**src/rtl/pipeline_hazard_ctrl.sv**
```systemverilog
// Hazard controller for a 5-stage pipeline: branch flush, multi-cycle MDU stall
// and load-use stall. Also keeps saturating stall/flush performance counters.
module pipeline_hazard_ctrl #(
  parameter int MDU_LATENCY = 4,
  parameter int CNT_W       = 16
) (
  input  logic             clk_i,
  input  logic             rst_i,
  input  logic [4:0]       ID_RS_addr_i,
  input  logic [4:0]       ID_RT_addr_i,
  input  logic             ID_uses_RT_i,
  input  logic             EX_MemRead_i,
  input  logic [4:0]       EX_RT_addr_i,
  input  logic             EX_mdu_start_i,
  input  logic             MEM_branch_taken_i,
  input  logic             clear_cnt_i,
  output logic             PC_write_o,
  output logic             IF_ID_write_o,
  output logic             ID_EX_write_o,
  output logic             IF_ID_flush_o,
  output logic             ID_EX_flush_o,
  output logic             EX_MEM_flush_o,
  output logic [CNT_W-1:0] stall_cnt_o,
  output logic [CNT_W-1:0] flush_cnt_o,
  output logic             state_o
);

  typedef enum logic {
    ST_RUN      = 1'b0,
    ST_MDU_WAIT = 1'b1
  } state_e;

  // The start cycle is itself a stall, so the wait state covers LATENCY-2 more.
  localparam logic [3:0]       MDU_LOAD = 4'(MDU_LATENCY - 2);
  localparam logic [CNT_W-1:0] CNT_MAX  = '1;

  state_e           state_q, state_d;
  logic [3:0]       mdu_cnt_q, mdu_cnt_d;
  logic [CNT_W-1:0] stall_cnt_q, stall_cnt_d;
  logic [CNT_W-1:0] flush_cnt_q, flush_cnt_d;
  logic             load_use;
  logic             branch_flush;

  assign load_use = EX_MemRead_i && (EX_RT_addr_i != 5'd0) &&
                    ((EX_RT_addr_i == ID_RS_addr_i) ||
                     (ID_uses_RT_i && (EX_RT_addr_i == ID_RT_addr_i)));

  always_comb begin
    PC_write_o     = 1'b1;
    IF_ID_write_o  = 1'b1;
    ID_EX_write_o  = 1'b1;
    IF_ID_flush_o  = 1'b0;
    ID_EX_flush_o  = 1'b0;
    EX_MEM_flush_o = 1'b0;
    branch_flush   = 1'b0;
    state_d        = state_q;
    mdu_cnt_d      = mdu_cnt_q;

    if (MEM_branch_taken_i) begin
      branch_flush   = 1'b1;
      IF_ID_flush_o  = 1'b1;
      ID_EX_flush_o  = 1'b1;
      EX_MEM_flush_o = 1'b1;
      state_d        = ST_RUN;
      mdu_cnt_d      = 4'd0;
    end else begin
      case (state_q)
        ST_RUN: begin
          if (EX_mdu_start_i) begin
            PC_write_o     = 1'b0;
            IF_ID_write_o  = 1'b0;
            ID_EX_write_o  = 1'b0;
            EX_MEM_flush_o = 1'b1;
            mdu_cnt_d      = MDU_LOAD;
            state_d        = ST_MDU_WAIT;
          end else if (load_use) begin
            PC_write_o    = 1'b0;
            IF_ID_write_o = 1'b0;
            ID_EX_flush_o = 1'b1;
          end
        end
        ST_MDU_WAIT: begin
          if (mdu_cnt_q != 4'd0) begin
            PC_write_o     = 1'b0;
            IF_ID_write_o  = 1'b0;
            ID_EX_write_o  = 1'b0;
            EX_MEM_flush_o = 1'b1;
            mdu_cnt_d      = mdu_cnt_q - 4'd1;
          end else begin
            state_d = ST_RUN;
          end
        end
        default: begin
          state_d   = ST_RUN;
          mdu_cnt_d = 4'd0;
        end
      endcase
    end
  end

  always_comb begin
    stall_cnt_d = stall_cnt_q;
    flush_cnt_d = flush_cnt_q;
    if (clear_cnt_i) begin
      stall_cnt_d = '0;
      flush_cnt_d = '0;
    end else begin
      if (!PC_write_o && (stall_cnt_q != CNT_MAX)) begin
        stall_cnt_d = stall_cnt_q + CNT_W'(1);
      end
      if (branch_flush && (flush_cnt_q != CNT_MAX)) begin
        flush_cnt_d = flush_cnt_q + CNT_W'(1);
      end
    end
  end

  always_ff @(posedge clk_i) begin
    if (rst_i) begin
      state_q     <= ST_RUN;
      mdu_cnt_q   <= 4'd0;
      stall_cnt_q <= '0;
      flush_cnt_q <= '0;
    end else begin
      state_q     <= state_d;
      mdu_cnt_q   <= mdu_cnt_d;
      stall_cnt_q <= stall_cnt_d;
      flush_cnt_q <= flush_cnt_d;
    end
  end

  assign stall_cnt_o = stall_cnt_q;
  assign flush_cnt_o = flush_cnt_q;
  assign state_o     = (state_q == ST_MDU_WAIT);

endmodule

```
**config.mk**
```make
export PLATFORM = sky130hd
export DESIGN_NAME = pipeline_hazard_ctrl
export DESIGN_NICKNAME = d
export VERILOG_FILES = /design/src/rtl/pipeline_hazard_ctrl.sv
export SDC_FILE = /design/constraint.sdc
export NUM_CORES = 1
export LEC_CHECK = 0
export ABC_AREA = 0
export BUFFER_PORTS_ARGS = -buffer_cell sky130_fd_sc_hd__buf_2
export CORE_UTILIZATION = 40
export CTS_CLUSTER_SIZE = 25
export DETAILED_ROUTE_END_ITERATION = 8
export SETUP_SLACK_MARGIN = 0.4
export SLEW_MARGIN = 25
export SYNTH_ARGS = -nofsm -noshare
export SYNTH_HDL_FRONTEND = slang
export SYNTH_SLANG_ARGS = --single-unit
```
**constraint.sdc**
```tcl
create_clock -name clk_i -period 4.21 [get_ports clk_i]
set_input_delay 1.0525 -clock clk_i [delete_from_list [all_inputs] [get_ports clk_i]]
set_output_delay 1.0525 -clock clk_i [all_outputs]
set_load 0.01 [all_outputs]
```
==> results.rst <==
.. list-table::
   :header-rows: 1

   * - Metric
     - Value
   * - Areal power density over the cells
     - 298 nW/um2
   * - Reg-to-reg endpoint
     - stall_cnt_o[8]
   * - Horizontal die dimension
     - 73.5 um
   * - Critical R2R Launch
     - mdu_cnt_q[0]
   * - CTS hold repair buffers
     - 0
   * - Drt drc
     - 0
   * - Most instantiated cells after synthesis
     - sky130_fd_sc_hd__dfxtp_1, sky130_fd_sc_hd__a21oi_1, sky130_fd_sc_hd__nand2_1, sky130_fd_sc_hd__nor2_1, sky130_fd_sc_hd__o21ai_0
   * - Run status
     - complete, no violations
   * - Via count of the first global-routing pass
     - 1727
   * - Primary FF master, synth
     - sky130_fd_sc_hd__dfxtp_1
   * - Post-route total power
     - 744 uW
   * - Kind of path behind the tightest hold check
     - reg -> reg
   * - Worst skew pair latency
     - about 0.29 ns
   * - Post-route antenna net violation count
     - 0
   * - Post-synthesis cell type with the largest combined area
     - sky130_fd_sc_hd__dfxtp_1
   * - Max H-tree Level
     - 2
   * - Top Ports
     - just over 60
   * - Gpl congestion
     - 0.746
   * - Total negative setup slack
     - 0 ns
   * - Wire length of the first global-routing pass
     - 7.73 mm
   * - CP Cell Sequence
     - buf_2 -> or4_1 -> o21ai_1 -> a21oi_1 -> o21bai_1 -> buf_2
   * - Most numerous cell on the critical path
     - sky130_fd_sc_hd__buf_2
   * - Buffers on Ports
     - 60
   * - Synthesis warning total
     - 0
   * - Unrepaired setup endpoints after global routing
     - false
   * - Area share of the largest cell type after synthesis
     - 0.363
   * - Top area cells in the synthesized netlist
     - sky130_fd_sc_hd__dfxtp_1, sky130_fd_sc_hd__a21oi_1, sky130_fd_sc_hd__or3_1
   * - Final-report setup violation count
     - 0
   * - Static power due to leakage
     - between 0.9 and 1 nW
   * - Fraction of final layout cells sized beyond drive strength 1
     - 0.236
   * - Most repeated cell in the gate-level netlist after synthesis
     - sky130_fd_sc_hd__dfxtp_1
   * - Distinct cell type count of the synthesized netlist
     - 44
   * - Maximum number of pins on one net before global-route repair
     - 30
   * - Setup crit end kind
     - output port
   * - Critical path peak fanout
     - 4
   * - Average wire per cell in the routed design
     - 12.5 um
   * - Sum of net half-perimeters after detailed placement
     - 3.37 mm
   * - Share of synthesized area occupied by flip-flops and latches
     - 0.363
   * - Number of maximum-capacitance violations
     - 0
   * - Total global routing overflow
     - 0
   * - Hold wc startpoint
     - stall_cnt_o[5]
   * - Antenna violations before repair
     - 0
   * - Number of max-slew violations in the final report
     - 0
   * - Post-Route Skew
     - 0.00315 ns
   * - Startpoint kind of the worst setup timing path
     - input pin
   * - Classification of the worst setup path
     - in -> out
   * - Worst endpoint data arrival time
     - 2.38 ns
   * - Number of cells on the worst reg-to-reg path
     - 7
   * - Layout overhead on the synthesized area
     - 22.4%
   * - Share of flip-flops with an asynchronous set or reset after synthesis
     - 0
   * - IR drop worst, VDD
     - 0.200 mV
   * - Synthesized instance count
     - 251
   * - Vert. Die Dim
     - ~73 um
   * - N_diodes
     - 0
   * - Hold Fails Final Rpt
     - 0
   * - Min-Delay Path Depth
     - 2
   * - # rows
     - 25
   * - Final cycle utilization of the critical path
     - 0.816
   * - Die outline area
     - 5390 um2
   * - Mapped Nets
     - 277
   * - CTS buffer count
     - 5
   * - Worst-path cell with the longest stage delay
     - sky130_fd_sc_hd__or4_1
   * - Pre-Repair DR Iteration Count
     - 4
   * - Clk sink count
     - 37
   * - Clock Tree Root
     - sky130_fd_sc_hd__clkbuf_8
   * - Hold Path End
     - stall_cnt_o[5]
   * - # Post-CTS Setup Buffers
     - 0
   * - Critical path required time
     - 3.16 ns
   * - Count of flip-flops with a built-in enable after synthesis
     - 0
   * - TritonCTS clock tree
     - built
   * - Synthesized area per cell
     - ~8.1 um2
   * - Upper clock frequency limit
     - 291 MHz
   * - Via density per instance
     - about 5.3
   * - Overall track demand over capacity in global routing
     - 0.183
   * - Time the final worst path needs with I/O delays and setup
     - 3.43 ns
   * - CTS clock-pin slew for the worst setup and hold paths
     - 0.08 ns
   * - Detailed router's first-iteration violation count
     - 121
   * - Cts repair resizes
     - 0
   * - Deepest clock path buffer count
     - 2
   * - Initial Utilization
     - 0.424
   * - Via count
     - 1989
   * - Worst slew margin relative to its limit
     - 0.466
   * - Flops & latches, synth
     - 37
   * - Cell Area, Synth
     - 2040 um2
   * - R2R Setup Slk
     - 1.47 ns
   * - Transition at the pin with the smallest max-transition slack
     - 0.800 ns
   * - Drt total wl
     - ~4.7 mm
   * - Worst path max stage delay
     - 0.53 ns
   * - Total core area
     - ~4800 um2
   * - Final net count
     - ~330
## layer usage
layer | global-route usage | vias up | share of wire
met5 | 0 | - | 0
met4 | 0.0748 | 0 | 0.013
met3 | 0.0384 | 5 | 0.052
met2 | 0.291 | 42 | 0.46
met1 | 0.240 | 907 | 0.47
li1 | - | 1035 | -
## per-stage QoR
step | hold WS [ns] | util | area, um2 | worst slack [ns] | std cells
global placement | 0.488 | 0.495 | 2380 | 0.790 | 368
finish | 0.504 | 0.519 | 2500 | 0.776 | 376
CTS | 0.503 | 0.519 | 2500 | 0.777 | 376
floorplan | 0.477 | - | 2040 | 0.873 | 251
detailed placement | 0.488 | 0.495 | 2380 | 0.783 | 368
global route | 0.539 | 0.519 | 2500 | 0.658 | 376
## worst max path at each step
stage | startpoint | depth (start not counted) | end
6_report | EX_RT_addr_i[1] | 6 | IF_ID_write_o
5_1_grt | EX_RT_addr_i[1] | 6 | IF_ID_write_o
4_1_cts | EX_RT_addr_i[1] | 6 | ID_EX_flush_o
3_5_place_dp | EX_RT_addr_i[1] | 6 | ID_EX_flush_o
3_3_place_gp | EX_RT_addr_i[1] | 6 | ID_EX_flush_o
2_1_floorplan | EX_RT_addr_i[1] | 5 | PC_write_o
## flip-flops by register name, indices dropped and copies added (netlist names)
register and flops:
flush_cnt_o 16, mdu_cnt_q 4, stall_cnt_o 16, state_o 1
## final cells by class
class | instances | area [um2]
clock inverter | 1 | 30.0
inverter | 5 | 18.8
fill | 501 | 2320
tap | 67 | 83.8
timing repair buffer | 61 | 308
clock buffer | 7 | 86.3
sequential | 37 | 741
multi-input combinational | 198 | 1230
## worst max-delay path, delay by kind of cell
family | cells | cell delay [ns]
AOI/OAI and AO/OA | 3 | 0.53
buffers and inverters | 2 | 0.27
and+or+nand+nor | 1 | 0.53
## power breakdown
group          switching (mW)  internal [mW]
Clock                   0.130          0.193
Sequential            0.00239          0.352
Combinational          0.0402         0.0259
## cell usage in the layout (no fill, tap or decap), types with 2 or more instances in the layout
cell,count
sky130_fd_sc_hd__o31ai_1,5
sky130_fd_sc_hd__nand4_1,8
sky130_fd_sc_hd__nand3b_1,3
sky130_fd_sc_hd__nor2b_1,2
sky130_fd_sc_hd__nand2b_1,3
sky130_fd_sc_hd__inv_1,5
sky130_fd_sc_hd__mux2i_1,2
sky130_fd_sc_hd__ha_1,4
sky130_fd_sc_hd__dfxtp_1,37
sky130_fd_sc_hd__nand2_1,18
sky130_fd_sc_hd__xnor2_1,8
sky130_fd_sc_hd__xor2_1,11
sky130_fd_sc_hd__clkbuf_8,6
sky130_fd_sc_hd__o21ai_0,17
sky130_fd_sc_hd__nand3_1,15
sky130_fd_sc_hd__and4_1,5
sky130_fd_sc_hd__and3_1,5
sky130_fd_sc_hd__nor4_1,3
sky130_fd_sc_hd__and2_1,2
sky130_fd_sc_hd__nor3_1,3
sky130_fd_sc_hd__or2_2,2
sky130_fd_sc_hd__or4_1,8
sky130_fd_sc_hd__a21oi_1,22
sky130_fd_sc_hd__or3_1,16
sky130_fd_sc_hd__o211ai_1,2
sky130_fd_sc_hd__nor2_1,18
sky130_fd_sc_hd__buf_2,60
## kinds of logic after synthesis
group                    synth area share
AO/OA/AOI/OAI                       0.160
XOR/XNOR                           0.0815
adder cells (fa/ha/maj)            0.0245
buffers and inverters              0.0343
flip-flops                          0.363
multiplexers                      0.00980
AND/OR/NAND/NOR                     0.327
Power figures use the tool's default switching activity.
